<file path="src/rtl/uart_pkg.sv">
// Shared definitions for the UART transmit-side blocks.
// Holds the scheduler state encoding and the default byte and word geometry
// used by uart_tx_scheduler.
package uart_pkg;

  localparam int DBIT_DEF   = 8;
  localparam int NBYTES_DEF = 4;

  typedef enum logic [1:0] {
    IDLE      = 2'd0,
    START     = 2'd1,
    WAIT_DONE = 2'd2,
    FINISH    = 2'd3
  } tx_state_t;

endpackage

</file>
<file path="src/rtl/rr_arbiter_2.sv">
// Two-way round-robin arbiter, purely combinational.
// Ports:
//   valid[1:0]  - request lines
//   last_grant  - index of the requester served most recently
//   grant[1:0]  - one-hot winner, or zero when nobody requests
// When both request, the requester that was not served last wins.
// Also intended for reuse by the RX-side command router.
module rr_arbiter_2 (
  input  logic [1:0] valid,
  input  logic       last_grant,
  output logic [1:0] grant
);

  always_comb begin
    grant = 2'b00;
    if (valid[0] && (!valid[1] || last_grant)) begin
      grant[0] = 1'b1;
    end else if (valid[1]) begin
      grant[1] = 1'b1;
    end
  end

endmodule

</file>
<file path="src/rtl/uart_tx_scheduler.sv">
// Shares one UART transmitter between two word-level requesters.
// A granted word is latched and sent byte by byte, LSB first; each byte is
// launched with a one-cycle start strobe and the next one waits for the
// transmitter's done pulse. A word whose byte is not acknowledged within
// TIMEOUT cycles is dropped.
// Ports:
//   clk, uart_reset (async, active-low)
//   req0_valid/req0_data/req0_ready, req1_valid/req1_data/req1_ready
//                          - word handshakes, ready only while idle
//   dataToSend             - registered byte for the transmitter
//   uart_tx_start          - one-cycle start strobe
//   uart_tx_done           - transmitter's end-of-byte pulse
//   busy, grant_id         - in-flight status and word owner
//   word_done, timeout_err - one-cycle completion / abort pulses
module uart_tx_scheduler
  import uart_pkg::*;
#(
  parameter int DBIT    = DBIT_DEF,
  parameter int NBYTES  = NBYTES_DEF,
  parameter int TIMEOUT = 2000000
) (
  input  logic                   clk,
  input  logic                   uart_reset,
  input  logic                   req0_valid,
  input  logic [DBIT*NBYTES-1:0] req0_data,
  output logic                   req0_ready,
  input  logic                   req1_valid,
  input  logic [DBIT*NBYTES-1:0] req1_data,
  output logic                   req1_ready,
  output logic [DBIT-1:0]        dataToSend,
  output logic                   uart_tx_start,
  input  logic                   uart_tx_done,
  output logic                   busy,
  output logic                   grant_id,
  output logic                   word_done,
  output logic                   timeout_err
);

  localparam int WORD_W = DBIT * NBYTES;
  localparam int CNT_W  = (NBYTES > 1) ? $clog2(NBYTES) : 1;
  localparam int TMR_W  = $clog2(TIMEOUT + 1);

  localparam logic [CNT_W-1:0] LAST_BYTE = CNT_W'(NBYTES - 1);
  localparam logic [TMR_W-1:0] TMR_LIMIT = TMR_W'(TIMEOUT - 1);
  localparam logic [TMR_W-1:0] TMR_SAT   = TMR_W'(TIMEOUT);

  tx_state_t         state, state_nxt;
  logic [WORD_W-1:0] shift_reg;
  logic [WORD_W-1:0] shift_nxt;
  logic [WORD_W-1:0] word_in;
  logic [CNT_W-1:0]  byte_cnt;
  logic [TMR_W-1:0]  timer;
  logic              last_grant;
  logic [1:0]        grant;
  logic              in_idle;
  logic              accept;
  logic              winner;
  logic              next_byte;

  rr_arbiter_2 u_arb (
    .valid      ({req1_valid, req0_valid}),
    .last_grant (last_grant),
    .grant      (grant)
  );

  // Ready is combinational and masked by reset so it drops immediately
  // when reset is asserted, not at the next edge.
  assign in_idle    = (state == IDLE);
  assign req0_ready = in_idle & uart_reset & grant[0];
  assign req1_ready = in_idle & uart_reset & grant[1];
  assign accept     = req0_ready | req1_ready;
  assign winner     = grant[1];
  assign word_in    = winner ? req1_data : req0_data;
  assign shift_nxt  = shift_reg >> DBIT;
  assign busy       = !in_idle;
  assign next_byte  = (state == WAIT_DONE) && uart_tx_done && (byte_cnt != LAST_BYTE);

  always_ff @(posedge clk or negedge uart_reset) begin
    if (!uart_reset) begin
      state <= IDLE;
    end else begin
      state <= state_nxt;
    end
  end

  always_comb begin
    state_nxt     = state;
    uart_tx_start = 1'b0;
    word_done     = 1'b0;
    timeout_err   = 1'b0;
    case (state)
      IDLE: begin
        if (accept) state_nxt = START;
      end
      START: begin
        uart_tx_start = 1'b1;
        state_nxt     = WAIT_DONE;
      end
      WAIT_DONE: begin
        // A done arriving in the expiry cycle still completes the byte.
        if (uart_tx_done) begin
          state_nxt = (byte_cnt == LAST_BYTE) ? FINISH : START;
        end else if (timer == TMR_LIMIT) begin
          timeout_err = 1'b1;
          state_nxt   = IDLE;
        end
      end
      FINISH: begin
        word_done = 1'b1;
        state_nxt = IDLE;
      end
      default: state_nxt = IDLE;
    endcase
  end

  // dataToSend is loaded on the way into START so the byte is already
  // stable while the strobe is high, and it holds until the next START.
  always_ff @(posedge clk or negedge uart_reset) begin
    if (!uart_reset) begin
      shift_reg  <= '0;
      dataToSend <= '0;
      byte_cnt   <= '0;
      timer      <= '0;
      grant_id   <= 1'b0;
      last_grant <= 1'b1;
    end else begin
      case (state)
        IDLE: begin
          if (accept) begin
            shift_reg  <= word_in;
            dataToSend <= word_in[DBIT-1:0];
            byte_cnt   <= '0;
            grant_id   <= winner;
            last_grant <= winner;
          end
        end
        START: begin
          timer <= '0;
        end
        WAIT_DONE: begin
          if (timer != TMR_SAT) timer <= timer + 1'b1;
          if (next_byte) begin
            shift_reg  <= shift_nxt;
            dataToSend <= shift_nxt[DBIT-1:0];
            byte_cnt   <= byte_cnt + 1'b1;
          end
        end
        default: ;
      endcase
    end
  end

endmodule

</file>
<file path="config.mk">
export PLATFORM = sky130hd
export DESIGN_NAME = uart_tx_scheduler
export DESIGN_NICKNAME = d
export VERILOG_FILES = /design/src/rtl/uart_pkg.sv /design/src/rtl/rr_arbiter_2.sv /design/src/rtl/uart_tx_scheduler.sv
export SDC_FILE = /design/constraint.sdc
export NUM_CORES = 1
export LEC_CHECK = 0
export CORE_UTILIZATION = 24
export CTS_BUF_LIST = sky130_fd_sc_hd__clkbuf_8
export DETAILED_ROUTE_END_ITERATION = 8
export GPL_ROUTABILITY_DRIVEN = 0
export GPL_TIMING_DRIVEN = 0
export HOLD_SLACK_MARGIN = 0.02
export PLACE_DENSITY_LB_ADDON = 0.2
export SYNTH_ARGS = -nofsm -noshare
export SYNTH_HDL_FRONTEND = slang
export SYNTH_SLANG_ARGS = --single-unit
</file>
<file path="constraint.sdc">
create_clock -name clk -period 1.9 [get_ports clk]
set_clock_uncertainty 0.2 [all_clocks]
set_input_delay 0.19 -clock clk [delete_from_list [all_inputs] [get_ports clk]]
set_output_delay 0.19 -clock clk [all_outputs]
set_load 0.02 [all_outputs]
</file>
==> results of run 1 <==
-- per-layer routing --
layer / part of all wire / routed length [um] / vias to the layer above / global-route usage
met5: 0 / 0 / - / 0
met4: 0.024 / 245 / 0 / 0.0586
met3: 0.044 / 459 / 18 / 0.0297
met2: 0.50 / 5140 / 85 / 0.237
met1: 0.43 / 4480 / 1472 / 0.175
li1: - / - / 1504 / -
-- power by group through the flow --
stage | Sequential, uW | Combinational [uW] | Clock [uW]
after floorplan | 1900 | 1600 | 0
after global placement | 1940 | 2420 | 0
after detailed placement | 1950 | 2440 | 0
after CTS | 1930 | 2810 | 1290
after global routing | 2000 | 3260 | 1340
final | 1950 | 2980 | 1260
-- synth_stat cells, types with 2 or more instances --
| master | number |
|---|---|
| buf_4 | 12 |
| nor4_1 | 3 |
| a31oi_1 | 2 |
| nor2b_1 | 2 |
| a21o_1 | 24 |
| a21oi_1 | 5 |
| nor4bb_1 | 2 |
| dfrtp_1 | 58 |
| buf_2 | 7 |
| inv_1 | 10 |
| o311ai_0 | 2 |
| clkbuf_1 | 11 |
| o22ai_1 | 2 |
| o31ai_1 | 9 |
| ha_1 | 3 |
| nand2_1 | 34 |
| nor4_2 | 2 |
| or2_2 | 2 |
| nand2b_1 | 2 |
| nor3_1 | 7 |
| and2_1 | 3 |
| nand3_1 | 7 |
| nand4_1 | 6 |
| a211oi_1 | 24 |
| nand3_2 | 2 |
| nor2_1 | 30 |
| o21ai_0 | 11 |
| or4_1 | 2 |
| mux2i_1 | 43 |
| o211ai_1 | 3 |
| or3_1 | 2 |
-- kinds of logic (layout without fill, tap and decap cells) --
kind of cell / count (synthesis) / count (layout) / share of synthesized area
AND/OR/NAND/NOR: 114 / 114 / 0.172
AO/OA/AOI/OAI: 89 / 89 / 0.188
flip-flops: 59 / 59 / 0.437
multiplexers: 44 / 44 / 0.131
buffers and inverters: 41 / 161 / 0.0614
adder cells (fa/ha/maj): 3 / 3 / 0.0111
-- stage by stage --
step / power, uW / utilization / setup TNS, ns / cell area, um2
4_1_cts: 6030 / 0.363 / -0.668 / 5020
3_5_place_dp: 4400 / 0.322 / -23.18 / 4450
6_report: 6190 / 0.379 / -0.711 / 5240
2_1_floorplan: 3500 / - / -0.0213 / 3390
3_3_place_gp: 4360 / 0.322 / -201.01 / 4450
5_1_grt: 6590 / 0.379 / -1.19 / 5240
-- layout make-up --
cell class	instances	area [um2]
Clock buffer	9	124
Inverter	10	40.0
Timing Repair Buffer	105	1030
Tap cell	180	225
Clock inverter	7	83.8
Buffer	30	256
Sequential cell	59	1480
Fill cell	1332	8580
Multi-Input combinational cell	250	2000
-- path summary, 6_finish.rpt --
check                                       from                   endpoint  slack (ns)  cells after the start
setup / recovery            timer[1]$_DFFE_PN0P_                timeout_err       -0.49                      6
hold / removal                        uart_reset  dataToSend[1]$_DFFE_PN0P_       -0.39                      1
setup reg to reg            timer[0]$_DFFE_PN0P_       timer[2]$_DFFE_PN0P_       -0.06                      8
hold reg to reg            timer[20]$_DFFE_PN0P_      timer[20]$_DFFE_PN0P_        0.27                      1
max in group asynchronous             uart_reset       state[1]$_DFFE_PN0P_        1.46                      1
min in group clk                      uart_reset     last_grant$_DFFE_PN1P_        0.11                      3
-- what timing repair did --
item	4_1_cts	5_1_grt
setup buffers	13	10
cloned	0	2
endpoints found under the hold margin	59	58
endpoints found under the setup margin	52	52
gates resized for setup	90	48
pin swaps	13	13
==> reports/metrics.cfg, run 1 <==
[status]
status=finished with violations
violations=hold timing, setup timing

[detailed_routing]
final_antenna_net_count=0
drt_pass1_iterations=4
drt-total-wl_um=10300
vias=3079
drc=0
vias_per_cell=4.74
drt-initial-drc-count=160
wl_per_cell_um=15.9

[synth]
async_reset_ff_frac=1.00
postSynthAreaPerCell_um2=9.66
synth_seq_cells=59
seq_area_frac_synth=0.437
synth_cell_types=49
synth_edf_count=0
yosys_most_used_dff=dfrtp_1
yosysWarningCount=0
synth_top_area_frac=0.429
synthTopCellsByArea=dfrtp_1 (43%), mux2i_1 (13%), a211oi_1 (5.3%)
syn-num-nets=422
yosys.area.top_type=dfrtp_1
syn_inst=350
netlist_area_um2=3380

[grt]
grt_use_total=0.141
grt_antenna_before_repair=0
grt_pass1_wl_um=15600
grt_max_degree=63
grt_overflow=0
grt_pass1_vias=2994

[worst_setup_path]
crit_family=simple AND/OR/NAND/NOR gates
cpPeakStageDelay_ns=0.51
critPathKind=reg -> out
path_max_fanout=2
crit_required_ns=1.51
crit_path_cell_trace=ha_4 > nand3_4 > or2_4 > or4_4 > nor2_4 > buf_6
crit_buf_inv=1
cp-end-kind=primary output
arrival_ns=2.00
cp_slowest_cell=or4_4
start_kind=register

[place]
dp.cells=613
preCtsSetupSlack_ns=-0.791
hpwl_um=6950
io_buffers=83

[final_layout]
insertedDiodeCount=0
fin_nets=537
syn2layout_area_growth_pct=55.1
largest_reg_flops=25
mostFrequentLayoutCells=clkdlybuf4s50_1 (76), dfrtp_1 (55), mux2i_1 (33), nand2_1 (33), buf_4 (31)
drive_gt1_frac=0.270
final_common_cell=clkdlybuf4s50_1
final_cells=650

[sta]
slew_violations=0
max_freq_mhz=418
fin_crit_sh=1.26
hold_viol=59
worst_pin_slew_ns=0.586
rsz0062_at_grt=true
setup_ws_ns=-0.495
hold_slack_ns=-0.389
max_slew_margin=0.608
finalSetupViolCount=6
fin_crit_ns=2.39

[power_and_ir_drop]
combPwrFrac=0.482
pwr_density_cell_nw_per_um2=1180
leakagePower_uw=0.00236
internal_power_uw=3870
switching_share=0.375
switchingPower_uw=2320
peakVddDrop_mv=0.384
clockPowerShare=0.203
seq_power_share=0.315

[cts]
clkSlewWorstSetupHoldPaths_ns=0.07
h-tree-depth=3
clockRootBuffer=clkbuf_8
cts-buffers-inserted=9
cts_tree=yes
clk_latency_ns=0.35
clk_path_buf_depth=2
cts_sinks=59

[die]
die_width_um=121
core_um2=13800
fp-row-count=43
start_util=0.245
die_h_um=121
dieArea_um2=14600
ioPinCount=84

[hold_path]
hp-class=in -> async

[flow_run]
drv_cap=0

(Power assumes the default switching activity.)
==> run 2: changes to the inputs <==
--- a/config.mk
+++ b/config.mk
@@ -5,6 +5,8 @@
 export SDC_FILE = /design/constraint.sdc
 export NUM_CORES = 1
 export LEC_CHECK = 0
+export ABC_AREA = 0
+export CORE_MARGIN = 2
 export CORE_UTILIZATION = 24
 export CTS_BUF_LIST = sky130_fd_sc_hd__clkbuf_8
 export DETAILED_ROUTE_END_ITERATION = 8
==> reports/metrics.cfg, run 2 (synthesized netlist as in run 1, its figures left out) <==
[status]
status=finished with violations
violations=hold timing, setup timing

[sta]
fin_crit_sh=1.25
hold_viol=59
setup_ws_ns=-0.471
rsz0062_at_grt=true
fin_crit_ns=2.37
slew_violations=0
worst_pin_slew_ns=0.575
max_slew_margin=0.617
hold_slack_ns=-0.376
max_freq_mhz=422
finalSetupViolCount=7

[worst_setup_path]
path_max_fanout=2
worstRegToRegCells=8
reg2reg_slack_ns=-0.11
cp-end-kind=primary output
timing.rr.end=timer[0]$_DFFE_PN0P_
start_kind=register
r2r-start=timer[0]$_DFFE_PN0P_
critPathKind=reg -> out
crit_required_ns=1.51
arrival_ns=1.98

[grt]
grt_use_total=0.131
grt_pass1_wl_um=15100
grt_max_degree=63
grt_pass1_vias=3013
grt_antenna_before_repair=0
grt_overflow=0

[final_layout]
fin_util=0.369
final_cells=653
fin_nets=540
mostFrequentLayoutCells=clkdlybuf4s50_1 (76), dfrtp_1 (56), mux2i_1 (39), buf_4 (36), nand2_1 (33)
n_fill_cell=1368
multi_input_area_um2=1860
syn2layout_area_growth_pct=50.8
seqCellArea_um2=1480
largest_reg_flops=25
final_common_cell=clkdlybuf4s50_1
insertedDiodeCount=0
drive_gt1_frac=0.245

[place]
io_buffers=83
dp.cells=613
hpwl_um=7050

[die]
dieArea_um2=15100
start_util=0.245
fp-row-count=43
die_h_um=123
ioPinCount=84
core_um2=13800
die_width_um=123

[hold_path]
hp-class=in -> async

[cts]
h-tree-depth=3
clk_path_buf_depth=2
cts_sinks=59
cts_tree=yes
clkSlewWorstSetupHoldPaths_ns=0.08
clockRootBuffer=clkbuf_8
clk_latency_ns=0.34
cts-buffers-inserted=9

[power_and_ir_drop]
leakagePower_uw=0.00232
pwr_density_cell_nw_per_um2=1200
peakVddDrop_mv=0.426

[detailed_routing]
drt-initial-drc-count=188
final_antenna_net_count=0
drt_pass1_iterations=5
vias_per_cell=4.67
drt-total-wl_um=9750
drc=0
vias=3049
wl_per_cell_um=14.9

[flow_run]
drv_cap=0

## run 2: changes by cell type in the layout (fill, tap and decap cells not counted), moves of 2 or more
cell       previous run  this run
a211oi_1             16        22
a211oi_2              8         2
buf_2                 4         2
buf_4                31        36
buf_6                 7         9
clkbuf_16             2         0
clkbuf_2              7         9
clkinv_2              4         1
mux2i_1              33        39
mux2i_4               8         1
## run 2: critical path, cell delays in order (launching register included)
cell     delay [ns]
dfrtp_1        0.41
ha_4           0.17
nand3_4        0.08
or2_4          0.24
or4_4          0.50
nor2_4         0.11
buf_6          0.12
## run 2: repair_timing
action	4_1_cts	5_1_grt
buffers inserted	18	6
hold endpoints to repair	59	58
endpoints found under the setup margin	52	54
pin swaps	8	6
resized for setup	60	45
## run 2: how the worst max path moves through the flow
stage	from	to
global route	timer[0]$_DFFE_PN0P_	timeout_err
finish	timer[0]$_DFFE_PN0P_	timeout_err
floorplan	timer[1]$_DFFE_PN0P_	timeout_err
CTS	timer[0]$_DFFE_PN0P_	timeout_err
detailed placement	timer[13]$_DFFE_PN0P_	timeout_err
global placement	uart_reset	req0_ready
## run 2: power breakdown
group	leakage [uW]	internal [uW]	switching (uW)	total (uW)
clock network	0.000117	804	526	1330
logic	0.00145	1390	1440	2840
registers	0.000757	1680	261	1940
## run 2: layer usage
metal,vias up,GRT usage,share of wire
met2,84,0.220,0.48
met4,0,0.0539,0.018
met1,1441,0.165,0.46
li1,1508,-,-
met3,16,0.0218,0.047
met5,-,0,0
## run 2: area by class of cell
type	instances	area share
multi-input combinational	250	0.365
sequential	59	0.290
timing repair buffer	107	0.201
buffer	31	0.0471
tap	180	0.0442
clock buffer	11	0.0297
clock inverter	5	0.0150
inverter	10	0.00785
## run 2: through the flow
stage | TNS (ns) | cell area (um2) | hold WS (ns) | setup slack [ns] | power [uW]
after global routing | -1.42 | 5100 | -0.328 | -0.521 | 6510
final | -0.805 | 5100 | -0.376 | -0.471 | 6110
after global placement | -204.03 | 4450 | 0.260 | -2.73 | 4370
after floorplan | -0.0213 | 3390 | -0.306 | -0.0213 | 3500
after CTS | -1.71 | 4940 | -0.350 | -0.510 | 6020
after detailed placement | -24.32 | 4450 | 0.140 | -0.776 | 4410
==> run 3: changes to the inputs <==
--- a/config.mk
+++ b/config.mk
@@ -14,6 +14,8 @@
 export GPL_TIMING_DRIVEN = 0
 export HOLD_SLACK_MARGIN = 0.02
 export PLACE_DENSITY_LB_ADDON = 0.2
+export REMOVE_ABC_BUFFERS = 1
+export SETUP_SLACK_MARGIN = 0.2
 export SYNTH_ARGS = -nofsm -noshare
 export SYNTH_HDL_FRONTEND = slang
 export SYNTH_SLANG_ARGS = --single-unit
==> reports/metrics.cfg, run 3 (synthesized netlist as in run 1, its figures left out) <==
[place]
hpwl_um=5750
dp.cells=585
dpl_cell_area_um2=4360
io_buffers=83
preCtsSetupSlack_ns=-1.40

[detailed_routing]
drt-initial-drc-count=189
drt-total-wl_um=11800
vias=3319
drt_pass1_iterations=4
wl_per_cell_um=17.2
final_antenna_net_count=0
vias_per_cell=4.84
drc=0

[grt]
grt_pass1_wl_um=16700
grt_use_total=0.145
grt_overflow=0
grt_max_degree=63
grt_pass1_vias=3218
grt_antenna_before_repair=0

[cts]
h-tree-depth=3
cts_sinks=59
clk_latency_ns=0.33
clk_path_buf_depth=2
clkSlewWorstSetupHoldPaths_ns=0.08
cts_tree=yes
cts-buffers-inserted=9
clockRootBuffer=clkbuf_8

[power_and_ir_drop]
peakVddDrop_mv=0.420
pwr_density_cell_nw_per_um2=1260
leakagePower_uw=0.00281

[worst_setup_path]
cp-end-kind=primary output
path_max_fanout=3
critPathKind=reg -> out
start_kind=register
reg2reg_slack_ns=-0.11
arrival_ns=1.96
timing.rr.end=shift_reg[10]$_DFFE_PN0P_
r2r-start=state[0]$_DFFE_PN0P_
crit_required_ns=1.51
worstRegToRegCells=8

[final_layout]
final_common_cell=clkdlybuf4s50_1
mostFrequentLayoutCells=clkdlybuf4s50_1 (67), dfrtp_1 (52), mux2i_1 (39), buf_4 (39), buf_6 (37)
final_area_um2=6170
fin_util=0.446
final_cells=686
drive_gt1_frac=0.421
insertedDiodeCount=0
largest_reg_flops=25
syn2layout_area_growth_pct=82.5
fin_nets=574

[status]
violations=hold timing, setup timing
status=finished with violations

[die]
core_um2=13800
die_width_um=123
ioPinCount=84
fp-row-count=43
dieArea_um2=15100
start_util=0.245
die_h_um=123

[sta]
finalSetupViolCount=21
fin_crit_sh=1.24
fin_crit_ns=2.35
rsz0062_at_grt=true
max_slew_margin=0.604
hold_viol=59
slew_violations=0
hold_slack_ns=-0.378
max_freq_mhz=425
setup_ws_ns=-0.453
worst_pin_slew_ns=0.595

[flow_run]
drv_cap=0

[hold_path]
hp-class=in -> async

[run 3: cell types whose count changed in the layout (fill, tap and decap cells not counted), moves of 6 or more]
cell | previous run | this run
buf_6 | 9 | 37
a211oi_1 | 22 | 0
a211oi_2 | 2 | 22
clkbuf_2 | 9 | 0
clkdlybuf4s50_1 | 76 | 67
nand2_1 | 33 | 25
o31ai_4 | 0 | 7
nor2_1 | 28 | 22
o31ai_1 | 6 | 0
[run 3: report_power, final]
part / switching [uW] / total, uW / internal [uW]
sequential: 286 / 1970 / 1690
combinational: 2140 / 4600 / 2460
clock: 525 / 1190 / 668
total: 2950 / 7770 / 4820
[run 3: critical path, cell delays in order, from the launching register on]
cell and delay (ns):
dfrtp_1 0.43, ha_4 0.17, nand3_4 0.09, or2_4 0.26, or4_4 0.45, nor2_4 0.11, buf_6 0.12
[run 3: area by class of cell]
type / count / area, um2
Timing Repair Buffer: 171 / 1900
Sequential cell: 59 / 1490
Tap cell: 180 / 225
Fill cell: 1234 / 7660
Clock buffer: 11 / 151
Clock inverter: 4 / 50.0
Multi-Input combinational cell: 251 / 2300
Inverter: 10 / 48.8
[run 3: how the worst max path moves through the flow]
stage,slack [ns],start,endpoint
2_1_floorplan,-2.91,last_grant$_DFFE_PN1P_,dataToSend[0]$_DFFE_PN0P_
5_1_grt,-0.52,timer[0]$_DFFE_PN0P_,timeout_err
4_1_cts,-0.43,timer[9]$_DFFE_PN0P_,timeout_err
3_3_place_gp,-5.44,uart_reset,shift_reg[16]$_DFFE_PN0P_
3_5_place_dp,-1.40,state[1]$_DFFE_PN0P_,timer[4]$_DFFE_PN0P_
6_report,-0.45,timer[0]$_DFFE_PN0P_,timeout_err
[run 3: per-stage QoR]
| stage | power (uW) | TNS, ns |
|---|---|---|
| 5_1_grt | 8180 | -3.47 |
| 2_1_floorplan | 3320 | -107.16 |
| 4_1_cts | 6810 | -0.732 |
| 6_report | 7770 | -1.78 |
| 3_5_place_dp | 4190 | -38.54 |
| 3_3_place_gp | 4080 | -316.83 |
[run 3: timing repair]
item / 4_1_cts / 5_1_grt
setup endpoints to repair: 69 / 64
hold endpoints to repair: 58 / 58
cloned: 6 / 3
resized for setup: 154 / 76
setup buffers: 47 / 30
pin swaps: 35 / 48
[run 3: per-layer routing]
| layer | share of wire | global-route usage | wire, um | up-vias |
|---|---|---|---|---|
| li1 | - | - | - | 1579 |
| met5 | 0 | 0 | 0 | - |
| met1 | 0.43 | 0.187 | 5090 | 1637 |
| met3 | 0.065 | 0.0335 | 771 | 6 |
| met2 | 0.50 | 0.247 | 5880 | 97 |
| met4 | 0.0065 | 0.0316 | 77 | 0 |
